## config.mk

```make
export PLATFORM = sky130hd
export DESIGN_NAME = alu_cmd_issue
export DESIGN_NICKNAME = d
export VERILOG_FILES = /design/src/rtl/alu_pkg.sv /design/src/rtl/cmd_fifo.sv /design/src/rtl/alu_cmd_issue.sv
export SDC_FILE = /design/constraint.sdc
export NUM_CORES = 1
export LEC_CHECK = 0
export BUFFER_PORTS_ARGS = -buffer_cell sky130_fd_sc_hd__buf_2
export CORE_ASPECT_RATIO = 0.8
export CORE_MARGIN = 2
export CORE_UTILIZATION = 30
export DETAILED_ROUTE_END_ITERATION = 10
export GPL_ROUTABILITY_DRIVEN = 1
export PLACE_DENSITY_LB_ADDON = 0.3
export SYNTH_ARGS = -nofsm -noshare
export SYNTH_HDL_FRONTEND = slang
export SYNTH_SLANG_ARGS = --single-unit
```

## constraint.sdc

```tcl
create_clock -name clk -period 5.25 [get_ports clk]
set_input_delay 0.7875 -clock clk [delete_from_list [all_inputs] [get_ports clk]]
set_output_delay 0.7875 -clock clk [all_outputs]
set_load 0.03 [all_outputs]
```

## src/rtl/alu_pkg.sv

```systemverilog
// Shared ALU definitions: opcode encodings and the issue controller FSM states.
package alu_pkg;

  localparam logic [3:0] OP_ADD = 4'b0000;
  localparam logic [3:0] OP_SUB = 4'b0001;
  localparam logic [3:0] OP_AND = 4'b0010;
  localparam logic [3:0] OP_OR  = 4'b0011;
  localparam logic [3:0] OP_NOT = 4'b0100;
  localparam logic [3:0] OP_SHL = 4'b0101;
  localparam logic [3:0] OP_SHR = 4'b0110;
  localparam logic [3:0] OP_XOR = 4'b0111;
  localparam logic [3:0] OP_CMP = 4'b1000;
  localparam logic [3:0] OP_NOP = 4'b1111;

  typedef enum logic [1:0] {
    StIdle,
    StIssue,
    StCapture,
    StResp
  } state_e;

endpackage

```

## src/rtl/cmd_fifo.sv

```systemverilog
// Synchronous FIFO with full/empty/count; head entry is presented combinationally on rdata_o.
module cmd_fifo #(
  parameter int unsigned Width = 20,
  parameter int unsigned Depth = 4
) (
  input  logic                     clk_i,
  input  logic                     rst_i,
  input  logic                     push_i,
  input  logic [Width-1:0]         wdata_i,
  input  logic                     pop_i,
  output logic [Width-1:0]         rdata_o,
  output logic                     full_o,
  output logic                     empty_o,
  output logic [$clog2(Depth):0]   count_o
);

  localparam int unsigned AddrW = $clog2(Depth);

  logic [Width-1:0] mem_q [Depth];
  logic [AddrW-1:0] wr_ptr_q, rd_ptr_q;
  logic [AddrW:0]   count_q;
  logic             push_ok, pop_ok;

  assign full_o  = (count_q == (AddrW + 1)'(Depth));
  assign empty_o = (count_q == '0);
  assign push_ok = push_i && !full_o;
  assign pop_ok  = pop_i && !empty_o;
  assign rdata_o = mem_q[rd_ptr_q];
  assign count_o = count_q;

  always_ff @(posedge clk_i) begin
    if (rst_i) begin
      wr_ptr_q <= '0;
      rd_ptr_q <= '0;
      count_q  <= '0;
    end else begin
      if (push_ok) wr_ptr_q <= wr_ptr_q + 1'b1;
      if (pop_ok)  rd_ptr_q <= rd_ptr_q + 1'b1;
      unique case ({push_ok, pop_ok})
        2'b10:   count_q <= count_q + 1'b1;
        2'b01:   count_q <= count_q - 1'b1;
        default: count_q <= count_q;
      endcase
    end
  end

  // Storage needs no reset; pointers alone define validity.
  always_ff @(posedge clk_i) begin
    if (push_ok) mem_q[wr_ptr_q] <= wdata_i;
  end

endmodule

```

## src/rtl/alu_cmd_issue.sv

```systemverilog
// Buffers ALU commands, issues them one at a time with a programmable hold, and
// returns the captured result and flags over a valid/ready response port.
module alu_cmd_issue
  import alu_pkg::*;
#(
  parameter int unsigned WIDTH = 8,
  parameter int unsigned DEPTH = 4,
  parameter int unsigned HOLD  = 2
) (
  input  logic                    clk,
  input  logic                    rst,
  input  logic                    cmd_valid,
  output logic                    cmd_ready,
  input  logic [WIDTH-1:0]        cmd_a,
  input  logic [WIDTH-1:0]        cmd_b,
  input  logic [3:0]              cmd_op,
  output logic [WIDTH-1:0]        alu_a,
  output logic [WIDTH-1:0]        alu_b,
  output logic [3:0]              alu_opcode,
  input  logic [WIDTH-1:0]        alu_result,
  input  logic                    alu_carry,
  input  logic                    alu_zero,
  input  logic                    alu_overflow,
  output logic                    rsp_valid,
  input  logic                    rsp_ready,
  output logic [WIDTH-1:0]        rsp_result,
  output logic                    rsp_carry,
  output logic                    rsp_zero,
  output logic                    rsp_overflow,
  output logic [3:0]              rsp_op,
  output logic [$clog2(DEPTH):0]  fifo_count
);

  localparam int unsigned DataW = 2 * WIDTH + 4;
  localparam int unsigned HoldW = (HOLD > 1) ? $clog2(HOLD) : 1;

  state_e             state_q, state_d;
  logic [HoldW-1:0]   hold_q, hold_d;
  logic [WIDTH-1:0]   alu_a_q, alu_b_q, rsp_result_q;
  logic [3:0]         alu_op_q, rsp_op_q;
  logic               rsp_valid_q, rsp_valid_d;
  logic               rsp_carry_q, rsp_zero_q, rsp_overflow_q;
  logic               pop, capture, full, empty, push;
  logic [DataW-1:0]   head;

  assign push      = cmd_valid && !full;
  assign cmd_ready = !full;

  cmd_fifo #(
    .Width (DataW),
    .Depth (DEPTH)
  ) u_cmd_fifo (
    .clk_i   (clk),
    .rst_i   (rst),
    .push_i  (push),
    .wdata_i ({cmd_a, cmd_b, cmd_op}),
    .pop_i   (pop),
    .rdata_o (head),
    .full_o  (full),
    .empty_o (empty),
    .count_o (fifo_count)
  );

  always_comb begin
    state_d     = state_q;
    hold_d      = hold_q;
    rsp_valid_d = rsp_valid_q;
    pop         = 1'b0;
    capture     = 1'b0;
    unique case (state_q)
      StIdle: begin
        if (!empty) begin
          pop     = 1'b1;
          hold_d  = '0;
          state_d = StIssue;
        end
      end
      StIssue: begin
        if (hold_q == HoldW'(HOLD - 1)) state_d = StCapture;
        else                            hold_d  = hold_q + 1'b1;
      end
      StCapture: begin
        capture     = 1'b1;
        rsp_valid_d = 1'b1;
        state_d     = StResp;
      end
      StResp: begin
        // Handshake and next pop share one edge to keep throughput at HOLD+2.
        if (rsp_ready) begin
          rsp_valid_d = 1'b0;
          if (!empty) begin
            pop     = 1'b1;
            hold_d  = '0;
            state_d = StIssue;
          end else begin
            state_d = StIdle;
          end
        end
      end
      default: state_d = StIdle;
    endcase
  end

  always_ff @(posedge clk) begin
    if (rst) begin
      state_q        <= StIdle;
      hold_q         <= '0;
      alu_a_q        <= '0;
      alu_b_q        <= '0;
      alu_op_q       <= OP_NOP;
      rsp_valid_q    <= 1'b0;
      rsp_result_q   <= '0;
      rsp_carry_q    <= 1'b0;
      rsp_zero_q     <= 1'b0;
      rsp_overflow_q <= 1'b0;
      rsp_op_q       <= '0;
    end else begin
      state_q     <= state_d;
      hold_q      <= hold_d;
      rsp_valid_q <= rsp_valid_d;
      if (pop) {alu_a_q, alu_b_q, alu_op_q} <= head;
      if (capture) begin
        rsp_result_q   <= alu_result;
        rsp_carry_q    <= alu_carry;
        rsp_zero_q     <= alu_zero;
        rsp_overflow_q <= alu_overflow;
        rsp_op_q       <= alu_op_q;
      end
    end
  end

  assign alu_a        = alu_a_q;
  assign alu_b        = alu_b_q;
  assign alu_opcode   = alu_op_q;
  assign rsp_valid    = rsp_valid_q;
  assign rsp_result   = rsp_result_q;
  assign rsp_carry    = rsp_carry_q;
  assign rsp_zero     = rsp_zero_q;
  assign rsp_overflow = rsp_overflow_q;
  assign rsp_op       = rsp_op_q;

endmodule

```

# [After elaboration in Yosys (flattened, before gate mapping)]
# Memory sizes are Yosys's and may differ from the RTL's. A register that Yosys moved wholly into a read port is not among the register bits.
# Index checks and enable logic that the tools add are counted.
[op_classes] add_sub_neg=5 n_eq_ne=9 mux=18 reduce_logical=13
[ops] operator="$mux W1" count=10
[ops] operator="$pmux W2 S4" count=1
[ops] operator="$eq A2 B2 Y1 const B" count=3
[ops] operator="$mux W2" count=3
[ops] operator="$ne A2 B2 Y1 const B" count=3
[ops] operator="$pmux W3 S2" count=1
[ops] operator="$add A2 B1 Y2 const B" count=2
[ops] operator="$eq A2 B1 Y1 const B" count=2
[ops] operator="$pmux W1 S2" count=2
[ops] operator="$reduce_and A2 Y1" count=2
[ops] operator="$reduce_bool A2 Y1" count=2
[ops] operator="$add A3 B1 Y3 const B" count=1
[ops] operator="$eq A3 B3 Y1 const B" count=1
[ops] operator="$logic_and A1 B1 Y1" count=3
[ops] operator="$logic_not A3 Y1" count=1
[ops] operator="$pmux W1 S3" count=1
[ops] operator="$reduce_and A3 Y1" count=1
[ops] operator="$reduce_bool A3 Y1" count=1
[ops] operator="$sub A3 B1 Y3 const B" count=1
[ops] operator="$logic_not A1 Y1" count=2
[ops] operator="$logic_not A2 Y1" count=1
[ops] operator="$add A1 B1 Y1 const B" count=1
[word_totals] ff_bits=26 ram_bits=80 output_inout_bits=40 word_cells=57 memories=1
[memory_table] name="u_cmd_fifo.mem_q" depth=4 width=20 rd=1 rd_ports_with_merged_regs=1 wr=1 line="cmd_fifo.sv:19" text="logic [Width-1:0] mem_q [Depth];"

# [Logic depth before layout (Yosys ltp)]
[logic_depth] ltp_word=7 ltp_mapped=13 mapped_depth_nobuf=11

# [Cells and area by module]
# Synthesis repeated with hierarchy kept, for this count alone.
[unflattened] cells_unflattened=330 hier_area_um2=4963.5
[modules_own_cells] module="cmd_fifo" instances=1 cells_per_inst=158 area_each_um2=3362.0 seq_area_each_um2=2582.5
[modules_own_cells] module="alu_cmd_issue" instances=1 cells_per_inst=172 area_each_um2=1601.5 seq_area_each_um2=780.7

# [Worst setup path after synthesis]
# No wires, ideal clock.
[synth_path] kind="input port to flip-flop" from="input rsp_ready" to="register u_cmd_fifo.count_q[2] (netlist: u_cmd_fifo.count_o[2])" setup_time_ps=70 t_arrival_ps=2656 required_time_ps=5180 slack_ps=2524 path_stages=11 path_cell_list="a21oi_1 > or3_1 > buf_2 > inv_2 > buf_2 > ha_1 > inv_1 > fa_1 > xor2_1 > or3_1 > a21oi_1"
[synth_via] elab_chain_cells=5 elab_cells_between_ends=7
[synth_rtl] element="start, declared" line="alu_cmd_issue.sv:25" text="input logic rsp_ready,"
[synth_rtl] element="$mux W1 *" line="alu_cmd_issue.sv:89" text="if (rsp_ready) begin"
[synth_rtl] element="$pmux W1 S2 *" line="alu_cmd_issue.sv:70" text="unique case (state_q)"
[synth_rtl] element="$logic_and A1 B1 Y1 *" line="cmd_fifo.sv:27" text="assign pop_ok = pop_i && !empty_o;"
[synth_rtl] element="net u_cmd_fifo.pop_ok" line="cmd_fifo.sv:22" text="logic push_ok, pop_ok;"
[synth_rtl] element="$eq A2 B1 Y1 / $eq A2 B2 Y1 (equally long branches)" line="cmd_fifo.sv:39" text="unique case ({push_ok, pop_ok})"
[synth_rtl] element="$pmux W3 S2 / $reduce_bool A2 Y1 (equally long branches)"
[synth_rtl] element="end signal, assigned" line="cmd_fifo.sv:40" text="2'b10: count_q <= count_q + 1'b1;"
[synth_rtl] element="end signal, assigned" line="cmd_fifo.sv:41" text="2'b01: count_q <= count_q - 1'b1;"
[synth_rtl] element="end signal, assigned" line="cmd_fifo.sv:42" text="default: count_q <= count_q;"
[synth_rtl] element="end, declared" line="cmd_fifo.sv:21" text="logic [AddrW:0] count_q;"
# Mark *: on every way through the listed nets, which the timed path passes. The rest lies on a longest branch.
# A chain may end at the register's enable or synchronous reset.

# [Worst setup path in the final report]
[layout_path] from="register state_q[0]" to="register u_cmd_fifo.count_q[2] (netlist: u_cmd_fifo.count_o[2])"
[layout_via] elab_chain_cells=5 elab_cells_between_ends=8
[layout_rtl] element="start, declared" line="alu_cmd_issue.sv:37" text="state_e state_q, state_d;"
[layout_rtl] element="start signal, assigned" line="alu_cmd_issue.sv:106" text="state_q <= StIdle;"
[layout_rtl] element="start signal, assigned" line="alu_cmd_issue.sv:118" text="state_q <= state_d;"
[layout_rtl] element="$eq A2 B2 Y1 / $logic_not A2 Y1 (equally long branches)" line="alu_cmd_issue.sv:70"
[layout_rtl] element="$pmux W1 S2 *" line="alu_cmd_issue.sv:70"
[layout_rtl] element="$logic_and A1 B1 Y1 *" line="cmd_fifo.sv:27"
[layout_rtl] element="$eq A2 B1 Y1 / $eq A2 B2 Y1 (equally long branches)" line="cmd_fifo.sv:39"
[layout_rtl] element="$pmux W3 S2 / $reduce_bool A2 Y1 (equally long branches)"
# Every way passes the cells marked *; elsewhere a longest branch is shown, timed or not.

==> run metrics <==
# diodes=0; Worst setup EP type=flop; vias in the first global route=2861; die height=117 um; endpoints failing hold=0; Routed Wire Length=9650 um; synthesized area=4790 sq um; Final setup viols=0; vias=~2.7k; GR Overflow Total=0; All-Layer GR Usage=0.121; largest buffer count on any clock path=2; Worst-path clk slew=~0.05 ns; post-route minimum period=3.43 ns; Syn-to-layout area delta=26.1%; cell area after layout=a little over 6000 sq um; Post-CTS Hold Fix Bufs=0; Synth Register Bits=126; Top Ports=75; setup tns final=0 ns; clock share of power=0.361; Netlist cell types=31; Initial DRT Pass Iterations=4; antenna violations before repair=1; vias per cell=4.36; CTS Buf Count=17; fin nets=449; most common cell after layout, fill and taps aside=edfxtp_1; CTS resizes=0; Worst-Skew Late Latency=0.41 ns; drt wl/cell=~15 um; Total Power=around 3.6 mW; hold crit path type=flop to flop; clock sinks=between 100 and 150; most frequent cells in the layout=edfxtp_1, buf_2, nand2_1, dfxtp_1, a21oi_1; CTS tree=built; syn_nets=371; combinational power share=0.264; DRC=0; Leak=around 2.2 nW; FF/Latch Area=~3300 sq um; Core Footprint=15700 sq um; multi-input logic area=1350 sq um; pin count of the biggest net entering global routing=48; Psw=1.16 mW; Starting Density=0.305; Die ar.=17000 sq um; Seq pwr share=0.375; post-CTS setup buffers=0; cells after synthesis=324; Setup crit start kind=flop; Synth top area share=0.502; # rows=between 40 and 50; Worst EP required=5.58 ns; Slew @ Worst Pin=roughly 1.2 ns; worst clock skew=0.00721 ns; syn_area_per_cell=~15 sq um; unrepaired setup endpoints after global routing=no; placer's final routability congestion estimate=0.707; Die X=145 um; total of max-cap violations=0; first-pass GRT wire length=15300 um; outcome=completed; FILL cells=1503; internal power=about 2.5 mW; Clock Tree Root=clkbuf_16; Crit Path Max Fanout=24; final worst-path cycle share=0.653; Critical Path AT=roughly 3.8 ns; switch share=0.319; CTS H-tree lvls=4; Area contributors post-synth=edfxtp_1, dfxtp_1, mux4_2, nand2_1, mux2i_1; share of the yosys chip area belonging to registers=0.694; critical path class=flop to flop; P per Cell Area=603 nW/um^2; Detail Placement HPWL=slightly above 6000 um; proportion of layout cells with a drive suffix above 1=0.311; largest area contributor in the synthesized netlist=edfxtp_1; Slew Viols, Final=0; placed inst area=5360 sq um; Relative slew margins=0.212; R2R setup slack=1.82 ns; initial DRC count=115; # port buffers=74; Synthesis Warnings=0; top achievable clock speed=~0.29 GHz; Final ANT Viol Nets=0; peak supply drop=0.281 mV
-- stage by stage --
step                cells  hold WS [ns]  setup WS (ns)  utilization
finish                630         0.456           1.82        0.384
detailed placement    598         0.450           1.74        0.342
global route          630         0.476           1.66        0.384
floorplan             324         0.444           2.52            -
CTS                   630         0.458           1.81        0.384
global placement      598         0.442           1.82        0.342
-- cells by family (layout without fill, tap and decap cells) --
family / count (synthesis) / in the layout / share of synthesized area
AOI/OAI and AO/OA: 35 / 35 / 0.0397
xor gates and xnor gates: 3 / 3 / 0.00549
adders and majority gates: 12 / 12 / 0.0329
buffers and inverters: 27 / 118 / 0.0230
DFF: 126 / 126 / 0.694
muxes: 36 / 36 / 0.128
and+or+nand+nor: 85 / 85 / 0.0769
-- layout make-up --
class                   instances  share of cell area
flip-flops and latches        126               0.551
multi-input cells             171               0.224
clock buffers                  20              0.0773
repair buffers                 75              0.0626
well taps                     215              0.0446
clock inverters                12              0.0338
inverters                      11             0.00684
-- state kept, by name, indices dropped and copies added, names as in the netlist, 3 cells and up --
register,cells
u_cmd_fifo.mem_q,80
alu_a,8
alu_b,8
rsp_result,8
alu_opcode,4
rsp_op,4
u_cmd_fifo.count_o,3
-- worst max-delay path: stages, from the launching register on --
cell and delay (ns):
dfxtp_1 0.40, inv_1 0.13, ha_1 0.32, or3_1 0.73, inv_2 0.47, ha_1 0.26
inv_1 0.06, fa_1 0.37, xor2_1 0.16, or3_1 0.31, a21oi_1 0.14
-- synth_stat cells --
| library cell | count |
|---|---|
| dfxtp_1 | 46 |
| edfxtp_1 | 80 |
| nor3_1 | 1 |
| o21ai_0 | 2 |
| fa_1 | 1 |
| nor2_1 | 22 |
| a221oi_1 | 1 |
| nor2b_1 | 3 |
| mux2i_1 | 16 |
| or3_1 | 4 |
| inv_1 | 10 |
| nand2b_1 | 1 |
| nor3b_1 | 1 |
| buf_2 | 7 |
| or3b_1 | 1 |
| o21bai_1 | 1 |
| clkbuf_1 | 8 |
| o32ai_1 | 1 |
| and2_1 | 1 |
| xor2_1 | 2 |
| nor3_2 | 1 |
| inv_2 | 1 |
| nand2_1 | 46 |
| buf_1 | 1 |
| a21o_1 | 1 |
| o31ai_1 | 1 |
| ha_1 | 11 |
| and3_1 | 4 |
| mux4_2 | 20 |
| a21oi_1 | 28 |
| xnor2_1 | 1 |
-- power groups by stage --
stage | registers, mW | logic [mW] | clock network, mW
after detailed placement | 1.39 | 0.971 | 0
after global placement | 1.38 | 0.951 | 0
after CTS | 1.37 | 0.975 | 1.34
after floorplan | 1.53 | 0.550 | 0
after global routing | 1.39 | 1.06 | 1.39
final | 1.36 | 0.960 | 1.31
-- path summary, 6_finish.rpt --
path | start | endpoint | depth (start not counted)
max reg2reg | state_q[0] | u_cmd_fifo.count_o[2] | 10
min | alu_a[3] | alu_a[3] | 2
max | state_q[0] | u_cmd_fifo.count_o[2] | 10
min reg2reg | alu_a[3] | alu_a[3] | 2
-- layer usage --
metal,GRT usage,vias to the layer above,part of all wire
met5,0,-,0.0012
met4,0.0412,2,0.0083
met3,0.0488,9,0.053
met2,0.203,77,0.49
met1,0.145,1320,0.44
li1,-,1337,-
(Power assumes the default switching activity.)
